<file path="src/rtl/mem_access_pkg.sv">
// mem_access_pkg: size codes, FSM states and word-index width shared by the load/store unit.
package mem_access_pkg;
    localparam logic [1:0] SIZE_BYTE = 2'b00;
    localparam logic [1:0] SIZE_HALF = 2'b01;
    localparam logic [1:0] SIZE_WORD = 2'b10;
    localparam int IDX_W = 30;
    typedef enum logic [2:0] {IDLE, LOAD, STORE, RMW_READ, RMW_WRITE, RESP} state_t;
endpackage

</file>
<file path="src/rtl/lane_merge.sv">
// lane_merge: little-endian lane insert for sub-word stores and lane extract/extend for loads.
module lane_merge
    import mem_access_pkg::*;
(
    input  logic [31:0] old_word,
    input  logic [31:0] data,
    input  logic [1:0]  size,
    input  logic [1:0]  lane,
    input  logic        is_unsigned,
    output logic [31:0] merged,
    output logic [31:0] extracted
);
    logic [31:0] mask;
    logic [31:0] shifted;
    logic [4:0]  sh;
    always_comb begin
        sh = {lane, 3'b000};
        mask = size == SIZE_BYTE ? 32'h0000_00FF : size == SIZE_HALF ? 32'h0000_FFFF : 32'hFFFF_FFFF;
        merged = (old_word & ~(mask << sh)) | ((data & mask) << sh);
        shifted = old_word >> sh;
        extracted = size == SIZE_BYTE ? {{24{~is_unsigned & shifted[7]}}, shifted[7:0]}
                  : size == SIZE_HALF ? {{16{~is_unsigned & shifted[15]}}, shifted[15:0]}
                  : old_word;
    end
endmodule

</file>
<file path="src/rtl/mem_access_unit.sv">
// mem_access_unit: single-outstanding byte/half/word load-store initiator for a word-only memory.
module mem_access_unit
    import mem_access_pkg::*;
#(
    parameter int MEM_WORDS = 64
) (
    input  logic        clock,
    input  logic        reset_n,
    input  logic        req_valid,
    output logic        req_ready,
    input  logic        req_write,
    input  logic [1:0]  req_size,
    input  logic        req_unsigned,
    input  logic [31:0] req_addr,
    input  logic [31:0] req_wdata,
    output logic        resp_valid,
    output logic        resp_error,
    output logic [31:0] resp_rdata,
    output logic [31:0] mem_rnum,
    input  logic [31:0] mem_rdata,
    output logic [31:0] mem_wnum,
    output logic [31:0] mem_wdata,
    output logic        mem_write
);
    state_t           state;
    logic [1:0]       size_q;
    logic [1:0]       lane_q;
    logic             uns_q;
    logic [IDX_W-1:0] idx_q;
    logic [31:0]      wdata_q;
    logic [31:0]      merged;
    logic [31:0]      extracted;
    logic             req_err;

    always_comb begin
        req_err = req_size == 2'b11
               || (req_size == SIZE_HALF && req_addr[0])
               || (req_size == SIZE_WORD && req_addr[1:0] != 2'b00)
               || {2'b00, req_addr[31:2]} >= 32'(MEM_WORDS);
        req_ready = state == IDLE;
        resp_valid = state == RESP;
        mem_write = state == STORE || state == RMW_WRITE;
        mem_rnum = {2'b00, idx_q};
        mem_wnum = {2'b00, idx_q};
        mem_wdata = wdata_q;
    end

    lane_merge u_lane_merge (
        .old_word    (mem_rdata),
        .data        (wdata_q),
        .size        (size_q),
        .lane        (lane_q),
        .is_unsigned (uns_q),
        .merged      (merged),
        .extracted   (extracted)
    );

    // wdata_q doubles as the merged word once RMW_READ has sampled the old contents
    always_ff @(posedge clock or negedge reset_n) begin
        if (!reset_n) begin
            state      <= IDLE;
            size_q     <= SIZE_BYTE;
            lane_q     <= 2'b00;
            uns_q      <= 1'b0;
            idx_q      <= '0;
            wdata_q    <= '0;
            resp_error <= 1'b0;
            resp_rdata <= '0;
        end else begin
            case (state)
                IDLE: if (req_valid) begin
                    size_q  <= req_size;
                    lane_q  <= req_addr[1:0];
                    uns_q   <= req_unsigned;
                    idx_q   <= req_addr[31:2];
                    wdata_q <= req_wdata;
                    if (req_err) begin
                        resp_error <= 1'b1;
                        resp_rdata <= '0;
                        state      <= RESP;
                    end else
                        state <= !req_write ? LOAD : req_size == SIZE_WORD ? STORE : RMW_READ;
                end
                LOAD: begin
                    resp_error <= 1'b0;
                    resp_rdata <= extracted;
                    state      <= RESP;
                end
                RMW_READ: begin
                    wdata_q <= merged;
                    state   <= RMW_WRITE;
                end
                STORE, RMW_WRITE: begin
                    resp_error <= 1'b0;
                    resp_rdata <= '0;
                    state      <= RESP;
                end
                default: state <= IDLE;
            endcase
        end
    end
endmodule

</file>
<file path="config.mk">
export PLATFORM = sky130hd
export DESIGN_NAME = mem_access_unit
export DESIGN_NICKNAME = d
export VERILOG_FILES = /design/src/rtl/mem_access_pkg.sv /design/src/rtl/lane_merge.sv /design/src/rtl/mem_access_unit.sv
export SDC_FILE = /design/constraint.sdc
export NUM_CORES = 1
export LEC_CHECK = 0
export BUFFER_PORTS_ARGS = -buffer_cell sky130_fd_sc_hd__buf_2
export CAP_MARGIN = 10
export CORE_MARGIN = 2
export CORE_UTILIZATION = 41
export CTS_CLUSTER_SIZE = 20
export DETAILED_ROUTE_END_ITERATION = 12
export PLACE_DENSITY = 0.69
export SETUP_SLACK_MARGIN = 0.2
export SLEW_MARGIN = 10
export SYNTH_ARGS = -nofsm -noshare
export SYNTH_HDL_FRONTEND = slang
export SYNTH_SLANG_ARGS = --single-unit
</file>
<file path="constraint.sdc">
create_clock -name clock -period 4 [get_ports clock]
set_input_delay 0.4 -clock clock [delete_from_list [all_inputs] [get_ports clock]]
set_output_delay 0.4 -clock clock [all_outputs]
set_load 0.02 [all_outputs]
</file>
==> flow_summary.json <==
{
  "status": "complete, no violations",
  "max_stage_delay_ns": 1.10,
  "post_cts_buffers": 0,
  "ys_types": 58,
  "cts_root_buf": "clkbuf_16",
  "track_usage_pct": 25.9,
  "die_area_mm2": 0.0154,
  "path_max_fanout": 61,
  "async_reset_ff_share_pct": 100,
  "dpl.hpwl_um": 14500,
  "fin_skew_ns": 0.0113,
  "io_pins": 235,
  "initial_core_util_pct": 42.3,
  "critical_path.cell_chain": "nor2_1, a311o_1, o21ai_2, o211ai_1",
  "antenna_found_initial": 0,
  "syn_to_final_growth_pct": 20.7,
  "drv_cap": 0,
  "fp.coreArea_mm2": 0.0140,
  "power.density_mw_per_mm2": 889,
  "drt-initial-drc-count": 574,
  "endpoint_kind": "register",
  "yosysMostFrequentCell": "nand2_1",
  "ctsResizeCount": 0,
  "cp_data_required_time_ns": 4.18,
  "hp-class": "in -> async",
  "tritoncts": "built",
  "final_util_pct": 51.1,
  "synth_edf_count": 0,
  "worst_ep_arrival_time_ns": 2.99,
  "die_w_um": 124,
  "antenna-diode-count": 0,
  "synth_top_area_share_pct": 43.5,
  "synthTopCellsByArea": "dfrtp_1 (44%), nand2_1 (11%), buf_4 (4.7%)",
  "grt_start_max_net_pins": 66,
  "die_y_um": 124,
  "postRouteAntennaNets": 0,
  "syn_area_mm2": 0.00592,
  "ir_worst_vdd_uv": 358,
  "cts_buffers": 9,
  "tns_ns": 0,
  "r2r-end": "resp_rdata[18]",
  "htree_levels": 3,
  "regToRegSetupSlack_ns": 1.19,
  "port_buffers": 230,
  "vias": 5979,
  "fmax_ghz": 0.356,
  "drv_slew": 0,
  "finalNonFillerCells": 1011,
  "hold_viol_final": 0,
  "cts.sinks": 103,
  "worst_pin_slew_ns": 1.19,
  "ys_ff_latch": 103,
  "synthTopCellsByCount": "nand2_1 (180), dfrtp_1 (103), buf_4 (37)",
  "ys.warnings.count": 0,
  "dp.cells": 995,
  "cts_buffer_depth": 2,
  "max_slew_margin_pct": 20.8,
  "rows": 43,
  "vias_per_cell": 5.91,
  "finalPower_uw": 6350,
  "synth_top_area_cell": "dfrtp_1",
  "rr_worst_depth": 4,
  "cp-start-kind": "register",
  "hold_buffers": 0,
  "critPathSlowestCell": "dfrtp_2",
  "post-route-period-util_pct": 70.2,
  "synth-seq-area-share_pct": 43.5,
  "finalSetupViolCount": 0,
  "r2r_start": "lane_q[1]",
  "routed_wl_um": 20300,
  "grt_setup_unrepaired": "false",
  "drt-pass1-iter-count": 8,
  "grt_pass1_wl_um": 30100,
  "clock_latency_ns": 0.35,
  "fillerInstances": 1371,
  "nNetsFinal": 929,
  "netlist_instances": 666,
  "avgSynthCellArea_um2": 8.89,
  "clk_pin_slew_ns": 0.08,
  "drcViolationCount": 0,
  "synth_ff_type": "dfrtp_1",
  "drive_above_1_share_pct": 32.5,
  "leakage_uw": 0.00349,
  "grt_overflow": 0,
  "wl_per_cell_um": 20.1,
  "post-route-min-period_ns": 2.81,
  "critical_path_class": "reg -> reg",
  "gp_congestion": 0.948,
  "grt_pass1_vias": 5431
}
==> per-layer routing <==
layer,share of wire [%],track usage (%)
met5,0,0
met4,3.5,10.3
met3,9.2,4.53
met2,47,42.3
met1,40,34.0
==> area by class of cell <==
type / instances / area (um2) / share of cell area (%)
multi-input cells: 472 / 2810 / 39.4
repair buffers: 236 / 1200 / 16.8
clock inverters: 5 / 63.8 / 0.893
flip-flops and latches: 103 / 2580 / 36.1
inverters: 4 / 15.0 / 0.210
clock buffers: 11 / 253 / 3.54
well taps: 180 / 225 / 3.15
==> power breakdown <==
part	internal (uW)	switching, uW
Clock	525	416
Combinational	1220	2130
Sequential	1490	581
==> stage by stage <==
| stage | setup WS [ns] | cell area [um2] | hold slack (ns) |
|---|---|---|---|
| 5_1_grt | 1.06 | 7150 | 0.115 |
| 2_1_floorplan | 2.32 | 5930 | 0.104 |
| 4_1_cts | 1.21 | 7150 | 0.0995 |
| 3_3_place_gp | 1.31 | 6830 | 0.455 |
| 6_report | 1.19 | 7150 | 0.0775 |
| 3_5_place_dp | 1.22 | 6830 | 0.470 |
==> logic make-up after synthesis <==
| logic type | count (synthesis) | share of synthesized area (%) |
|---|---|---|
| buffers and inverters | 94 | 9.32 |
| multiplexers | 12 | 2.49 |
| AO/OA/AOI/OAI | 203 | 25.6 |
| XOR/XNOR | 1 | 0.148 |
| other | 1 | 0.0633 |
| AND/OR/NAND/NOR | 252 | 18.9 |
| flip-flops | 103 | 43.5 |
==> state kept, by name, indices dropped and copies added (netlist names) <==
register,count
lane_q,2
uns_q,1
idx_q,30
resp_error,1
resp_rdata,32
mem_wdata,32
size_q,2
state,3
==> critical path: cells and delay by family (launching register included) <==
kind             cells  cell delay, ns
AND/OR/NAND/NOR      1            0.31
flip-flops           1            1.10
AO/OA/AOI/OAI        3            1.22
==> layout by cell type (no fill, tap or decap), types with 3 or more instances in the layout <==
cell and instances:
a211oi_1 7, a31oi_1 8, nand2b_1 3, nand2_1 180, o221ai_1 6, nor2b_1 10
nor3b_1 8, conb_1 4, a22oi_1 16, o21ai_0 36, inv_1 3, a2bb2oi_1 6
buf_4 7, o22ai_1 19, o21a_1 4, o21ai_1 5, nor3_1 5, a21oi_1 4
a221oi_1 6, a311o_1 8, dfrtp_1 102, o211ai_1 32, clkbuf_16 9, a221o_1 7
a222oi_1 8, mux2i_1 8, nor4_1 6, buf_2 229, a22o_1 21, nor2_1 22
==> worst max path at each step <==
stage	start	to
floorplan	lane_q[1]	resp_rdata[15]
finish	lane_q[1]	resp_rdata[18]
global route	lane_q[1]	resp_rdata[16]
CTS	lane_q[1]	resp_rdata[18]
global placement	lane_q[1]	resp_rdata[30]
detailed placement	lane_q[1]	resp_rdata[20]
No activity file was read; power rests on OpenSTA's default activity.
